**src/rtl/fsm_serial_pkg.sv**
```systemverilog
// rtl/fsm_serial_pkg.sv - shared state codes and line levels for the serial FSM blocks
//
// Purpose: state encoding and line levels shared by the serializer and the
//          receiver/detector blocks, plus a counter-width helper.
// Ports:   none (package).

package fsm_serial_pkg;

  typedef enum logic [2:0] {
    S_IDLE   = 3'd0,
    S_START  = 3'd1,
    S_DATA   = 3'd2,
    S_PARITY = 3'd3,
    S_STOP   = 3'd4
  } state_t;

  localparam logic IDLE_LEVEL  = 1'b1;
  localparam logic START_LEVEL = 1'b0;
  localparam logic STOP_LEVEL  = IDLE_LEVEL;

  // Width of a counter holding 0..n-1, never less than one bit.
  function automatic int unsigned ctr_width(input int unsigned n);
    return (n > 1) ? $clog2(n) : 1;
  endfunction

endpackage

```
**src/rtl/bit_timer.sv**
```systemverilog
// rtl/bit_timer.sv - per-bit cycle counter for the serial FSM
//
// Purpose: counts 0..BIT_CYCLES-1 and wraps; tick marks the last cycle of a bit.
// Ports:
//   clk      in  clock
//   reset_n  in  asynchronous active-low reset
//   clear    in  hold the count at 0 (idle / frame start)
//   tick     out high on the last cycle of each bit period

module bit_timer #(
  parameter int unsigned BIT_CYCLES = 1
) (
  input  logic clk,
  input  logic reset_n,
  input  logic clear,
  output logic tick
);
  import fsm_serial_pkg::*;

  localparam int unsigned     CW   = ctr_width(BIT_CYCLES);
  localparam logic [CW-1:0]   LAST = CW'(BIT_CYCLES - 1);

  logic [CW-1:0] count;

  assign tick = (count == LAST);

  always_ff @(posedge clk or negedge reset_n) begin
    if (!reset_n) begin
      count <= '0;
    end else if (clear || tick) begin
      count <= '0;
    end else begin
      count <= count + CW'(1);
    end
  end

endmodule

```
**src/rtl/moore_serializer.sv**
```systemverilog
// rtl/moore_serializer.sv - framed Moore serial transmitter (start, data MSB first, parity, stop)
//
// Purpose: accepts a WIDTH-bit word on a valid/ready handshake and sends it as
//          start, data MSB first, optional even parity, stop. The line is a pure
//          decode of registered state, so it never follows inputs combinationally.
// Ports:
//   clk         in  clock
//   reset_n     in  asynchronous active-low reset
//   din         in  word to send, sampled only on accept
//   din_valid   in  din holds a word
//   din_ready   out word can be accepted this cycle (IDLE or last STOP cycle)
//   out         out serial line, idles high
//   busy        out frame in progress
//   frame_done  out pulse on the final cycle of STOP

module moore_serializer #(
  parameter int unsigned WIDTH      = 4,
  parameter bit          PARITY_EN  = 1'b1,
  parameter int unsigned BIT_CYCLES = 1
) (
  input  logic             clk,
  input  logic             reset_n,
  input  logic [WIDTH-1:0] din,
  input  logic             din_valid,
  output logic             din_ready,
  output logic             out,
  output logic             busy,
  output logic             frame_done
);
  import fsm_serial_pkg::*;

  localparam int unsigned   IW       = ctr_width(WIDTH);
  localparam logic [IW-1:0] LAST_BIT = IW'(WIDTH - 1);

  state_t           state;
  state_t           state_next;
  logic [WIDTH-1:0] shift_reg;
  logic [IW-1:0]    bit_idx;
  logic             parity_bit;
  logic             tick;
  logic             timer_clear;
  logic             accept;

  bit_timer #(.BIT_CYCLES(BIT_CYCLES)) u_bit_timer (
    .clk     (clk),
    .reset_n (reset_n),
    .clear   (timer_clear),
    .tick    (tick)
  );

  assign accept = din_valid && din_ready;
  assign busy   = (state != S_IDLE);

  always_ff @(posedge clk or negedge reset_n) begin
    if (!reset_n) begin
      state <= S_IDLE;
    end else begin
      state <= state_next;
    end
  end

  // Next state and handshake decode. The timer is held cleared outside the
  // framed states so every frame starts its START bit at count 0, and illegal
  // codes fall back to IDLE.
  always_comb begin
    state_next  = state;
    din_ready   = 1'b0;
    frame_done  = 1'b0;
    timer_clear = 1'b1;
    case (state)
      S_IDLE: begin
        din_ready = 1'b1;
        if (din_valid) state_next = S_START;
      end
      S_START: begin
        timer_clear = 1'b0;
        if (tick) state_next = S_DATA;
      end
      S_DATA: begin
        timer_clear = 1'b0;
        if (tick && (bit_idx == LAST_BIT)) state_next = PARITY_EN ? S_PARITY : S_STOP;
      end
      S_PARITY: begin
        timer_clear = 1'b0;
        if (tick) state_next = S_STOP;
      end
      S_STOP: begin
        timer_clear = 1'b0;
        if (tick) begin
          // Accepting here chains the next frame with no idle gap.
          din_ready  = 1'b1;
          frame_done = 1'b1;
          state_next = din_valid ? S_START : S_IDLE;
        end
      end
      default: state_next = S_IDLE;
    endcase
  end

  // Line level is a function of registered state only.
  always_comb begin
    out = IDLE_LEVEL;
    case (state)
      S_IDLE:   out = IDLE_LEVEL;
      S_START:  out = START_LEVEL;
      S_DATA:   out = shift_reg[WIDTH-1];
      S_PARITY: out = parity_bit;
      S_STOP:   out = STOP_LEVEL;
      default:  out = IDLE_LEVEL;
    endcase
  end

  // The word and its parity are captured once on accept; later din changes
  // cannot reach the frame in flight.
  always_ff @(posedge clk or negedge reset_n) begin
    if (!reset_n) begin
      shift_reg  <= '0;
      bit_idx    <= '0;
      parity_bit <= 1'b0;
    end else if (accept) begin
      shift_reg  <= din;
      parity_bit <= ^din;
      bit_idx    <= '0;
    end else if ((state == S_DATA) && tick) begin
      shift_reg <= shift_reg << 1;
      bit_idx   <= (bit_idx == LAST_BIT) ? '0 : bit_idx + IW'(1);
    end
  end

endmodule

```
**config.mk**
```make
export PLATFORM = sky130hd
export DESIGN_NAME = moore_serializer
export DESIGN_NICKNAME = d
export VERILOG_FILES = /design/src/rtl/fsm_serial_pkg.sv /design/src/rtl/bit_timer.sv /design/src/rtl/moore_serializer.sv
export SDC_FILE = /design/constraint.sdc
export NUM_CORES = 1
export LEC_CHECK = 0
export BUFFER_PORTS_ARGS = -buffer_cell sky130_fd_sc_hd__buf_2
export CORE_UTILIZATION = 30
export CTS_BUF_LIST = sky130_fd_sc_hd__clkbuf_4
export DETAILED_ROUTE_END_ITERATION = 8
export PLACE_DENSITY = 0.53
export SYNTH_ARGS = -nofsm -noshare
export SYNTH_HDL_FRONTEND = slang
export SYNTH_HIERARCHICAL = 1
export SYNTH_SLANG_ARGS = --single-unit
```
**constraint.sdc**
```tcl
create_clock -name clk -period 1.6 [get_ports clk]
set_input_delay 0.24 -clock clk [delete_from_list [all_inputs] [get_ports clk]]
set_output_delay 0.24 -clock clk [all_outputs]
set_load 0.01 [all_outputs]
```
After elaboration in Yosys (flattened, before gate mapping). Cells that the tools add are included.

$lt $le $gt $ge: 0. Divide/modulo/power cells: 0. Eq/ne operators: 10. Mux-type cells: 18. Multipliers: 0. Shift operators: 0. Bitwise logic cells: 1. Add/sub/neg operators: 2. Reduce and logical (&&, ||, !) cells: 10.

Operators by type and width (number): $mux 3 (5); $pmux 3 s5 (1); $ne 2x2->1 const B (5); $mux 4 (2); $eq 3x2->1 const B (2); $mux 2 (3); $mux 1 (5); $reduce_and 5->1 (1); $reduce_or 4->1 (1); $reduce_xor 4->1 (1); $eq 3x1->1 const B (1); $eq 3x3->1 const B (1); $logic_and 1x1->1 (3); $logic_not 3->1 (1); $pmux 1 s3 (1); $reduce_bool 3->1 (1); $add 2x1->2 const B (1); $eq 2x2->1 const B (1); $pmux 1 s2 (1); $reduce_bool 2->1 (1); $add 1x1->1 const B (1); $logic_or 1x1->1 (1); $not 1->1 (1).

Bits in latches: 0. Input bits: 7. Output and inout bits: 4. Bits in writable memories: 0. Logic and storage cells: 46. Bits in registers: 11. ROM bits: 0. Memories kept: 0.

Depth between registers and ports, before layout.
Word-level depth: 5. Mapped depth: 5. Gate-level depth less buffers: 4.

Hierarchy. The synthesis kept the hierarchy.

By module, submodules not included: moore_serializer (instances 1, area each 579.3 sq um, cells an instance 58, seq. area each 250.2 sq um); bit_timer (instances 1, area each 32.5 sq um, cells an instance 3, seq. area each 25.0 sq um).

Least setup slack after synthesis. No wires, ideal clock.

Path kind: register -> register. From: register u_bit_timer.count. To: register shift_reg[2]. Setup slack: 243 ps. Arrival time: 1231 ps. Setup time: 126 ps. Required time: 1474 ps. Cell stages (with the launch flop): 6. Path buffers: 1. Period minus slack after synthesis: 1357 ps. Cells stage by stage: dfrtp_1 -> inv_1 -> nor4bb_1 -> buf_4 -> a31oi_1 -> a221o_1.

Elaborated cells on any way between the ends: 7. Those cells by class: 3 x mux; 1 x bitwise; 3 x reduce/logical.

RTL lines: from (decl) (RTL line bit_timer.sv:23) `logic [CW-1:0] count;`; from (signal assigned) (RTL line bit_timer.sv:33) `count <= count + CW'(1);`; $not 1->1 (RTL line bit_timer.sv:25) `assign tick = (count == LAST);`; net tick (RTL line moore_serializer.sv:40) `logic tick;`; $logic_and 1x1->1 (RTL line moore_serializer.sv:124) `end else if ((state == S_DATA) && tick) begin`; $reduce_bool 2->1 (no source line); to (signal assigned) (RTL line moore_serializer.sv:121) `shift_reg <= din;`; to (signal assigned) (RTL line moore_serializer.sv:125) `shift_reg <= shift_reg << 1;`; to (decl) (RTL line moore_serializer.sv:37) `logic [WIDTH-1:0] shift_reg;`.

The timed path passes the listed nets, and every way through them passes these cells. A chain may end at the register's enable or synchronous reset.

Worst setup path in the final report.
From: register state[2]. To: output port din_ready.

Longest elaborated chain between the ends: 2. Elaborated cells on any way between the ends: 3. Those cells by class: 1 x eq/ne; 1 x mux; 1 x reduce/logical.

RTL lines: from (decl) (RTL line moore_serializer.sv:35) `state_t state;`; from (signal assigned) (RTL line moore_serializer.sv:58) `state <= state_next;`; $eq 3x3->1 or $logic_not 3->1 (tied branches) (RTL line moore_serializer.sv:70) `case (state)`; $pmux 1 s2 (*) (RTL line moore_serializer.sv:70); to (decl) (RTL line moore_serializer.sv:25) `output logic din_ready,`.

Every way passes the cells marked *; elsewhere a longest branch is shown, timed or not.

==> impl_metrics.ini <==
[run_status]
outcome = finished, final reports clean

[flow_run]
cap_violations = 0

[setup_path]
rr_worst_depth = 5
critical_path_class = register to output port
rr_startpoint = u_bit_timer/count$_DFF_PN0_
arrival_ns = 1.30
crit_path_start = state[2]$_DFFE_PN0P_
startpoint_type = register
cp-endpoint = din_ready
ff2ff_setup_slack_ns = 0.09
path_max_fanout = 8
critPathRequiredTime_ns = 1.36
r2r-end = shift_reg[1]$_DFFE_PN0P_
crit_path_end_kind = output port

[timing]
finalCritPeriodShare = 0.962
hold_viol_final = 0
fin_skew_ns = 0.00251
timing.final.max_slew_violations = 0
max_freq_mhz = 650
setup_viol = 0
hold-worst-slack_ns = 0.236
tns_ns = 0
grt_setup_unrepaired = true
final.min_clock_period_ns = 1.54

[detailed_routing]
drt_pre_antenna_iters = 4
drtIter0Drc = 7
post_drt_wl_per_cell_um = 10.8
vias = 434
drt-total-wl_um = 1060
drc = 0
vias_per_cell = 4.43
drtAntennaViolNets = 0

[layout]
syn_to_final_growth_pct = 19.5
largest_reg_flops = 4
fill_cells = 197
diodes = 0
final_nets = 82
stdcell_count = 98
layout-drive-gt1-share = 0.301

[die]
core_um2 = 1800
ioPinCount = 11
start_util = 0.335
die_h_um = 46.8
dieWidth_um = 46.8
dieArea_um2 = 2190
fp-row-count = 15

[cts]
clk_pin_slew_ns = 0.06
cts_buffer_depth = 2
cts_root_buf = clkbuf_4
clock_latency_ns = 0.26
cts_buffers = 3
ctsHtreeMaxLevel = 1
clock_sinks = 11
cts_tree = yes

[placed_design]
gp_congestion = 0.752
dp_cells = 93
io_buffers = 10
hpwl_um = 826

[pwr]
ir_drop_mv = 0.842
power_density_nw_per_um2 = 1700
p_leak_uw = 0.000344

[min_path]
min_path_type = primary input to register

[global_routing]
antenna_found_initial = 0
grt_overflow = 0
grt_pass1_wl_um = 1670
grt_usage = 0.115
grt_pass1_vias = 388
grt_max_degree = 12

[yosys]
syn_nets = 67
syn-cell-area_um2 = 603
synthCells = 59
yosysWarnings = 6
syn_avg_cell_area_um2 = 10.2
[power by group]
part / switching (µW) / total [µW] / internal, µW
registers: 96.8 / 496 / 400
logic: 255 / 531 / 277
clock network: 82.3 / 196 / 113
[metrics by stage]
| step | util | setup slack (ns) | power, µW | area (µm²) |
|---|---|---|---|---|
| global placement | 0.376 | 0.107 | 1030 | 678 |
| global route | 0.400 | -0.0140 | 1340 | 721 |
| detailed placement | 0.376 | 0.111 | 1030 | 678 |
| floorplan | - | 0.243 | 890 | 603 |
| finish | 0.400 | 0.0606 | 1220 | 721 |
| CTS | 0.399 | 0.0307 | 1230 | 718 |
[placed cells by master (no fill, tap or decap)]
cell	instances
o21ai_0	3
a32oi_1	1
nand2b_2	1
xnor2_1	3
dlygate4sd3_1	1
and3_1	2
inv_1	2
buf_4	3
clkbuf_4	4
buf_2	10
mux2i_1	1
nor2b_1	1
a221o_1	2
nor2_2	1
conb_1	1
nor2_1	4
ha_1	1
nand2b_1	1
a31oi_1	1
dfrtp_2	2
or3_1	1
nor4bb_1	1
nor3_1	1
nand4_1	1
xor2_1	1
a22o_1	2
a22oi_1	1
nand2_1	4
mux2_1	2
dfrtp_1	9
and2b_1	1
or2_2	1
and2_1	2
and3b_1	1
[final cells by class]
class | count | area [µm²] | share of cell area
multi-input combinational | 42 | 292 | 0.405
sequential | 11 | 278 | 0.385
timing repair buffer | 14 | 82.6 | 0.115
tap | 25 | 31.3 | 0.0434
clock buffer | 4 | 30.0 | 0.0417
inverter | 2 | 7.51 | 0.0104
[timing repair]
action                     4_1_cts  5_1_grt
hold endpoints to repair        11        0
buffers inserted                 0        0
setup endpoints to repair        0        2
gates resized for setup          0        2
hold buffers                     1        0
[worst min path at each step]
stage | start | end | slack (ns) | cells after the start
after floorplan | reset_n | bit_idx[0]$_DFFE_PN0P_ | -0.06 | 0
after global placement | reset_n | shift_reg[0]$_DFFE_PN0P_ | 0.12 | 1
after detailed placement | reset_n | shift_reg[0]$_DFFE_PN0P_ | 0.12 | 1
after CTS | din[2] | shift_reg[2]$_DFFE_PN0P_ | 0.23 | 2
after global routing | din[0] | shift_reg[0]$_DFFE_PN0P_ | 0.22 | 2
final | din[0] | shift_reg[0]$_DFFE_PN0P_ | 0.24 | 2
[per-layer routing]
metal  GRT usage  part of all wire  vias up
met1       0.146              0.52      193
li1            -                 -      232
met4      0.0343            0.0047        0
met3      0.0692             0.032        2
met2       0.164              0.44        7
met5           0                 0        -
[critical path: stages, from the launching register on]
cell and delay (ns):
dfrtp_1 0.39, buf_4 0.17, and2b_1 0.17, nor3_1 0.15
buf_2 0.17
Note: power is estimated with default switching activity, not from simulation.
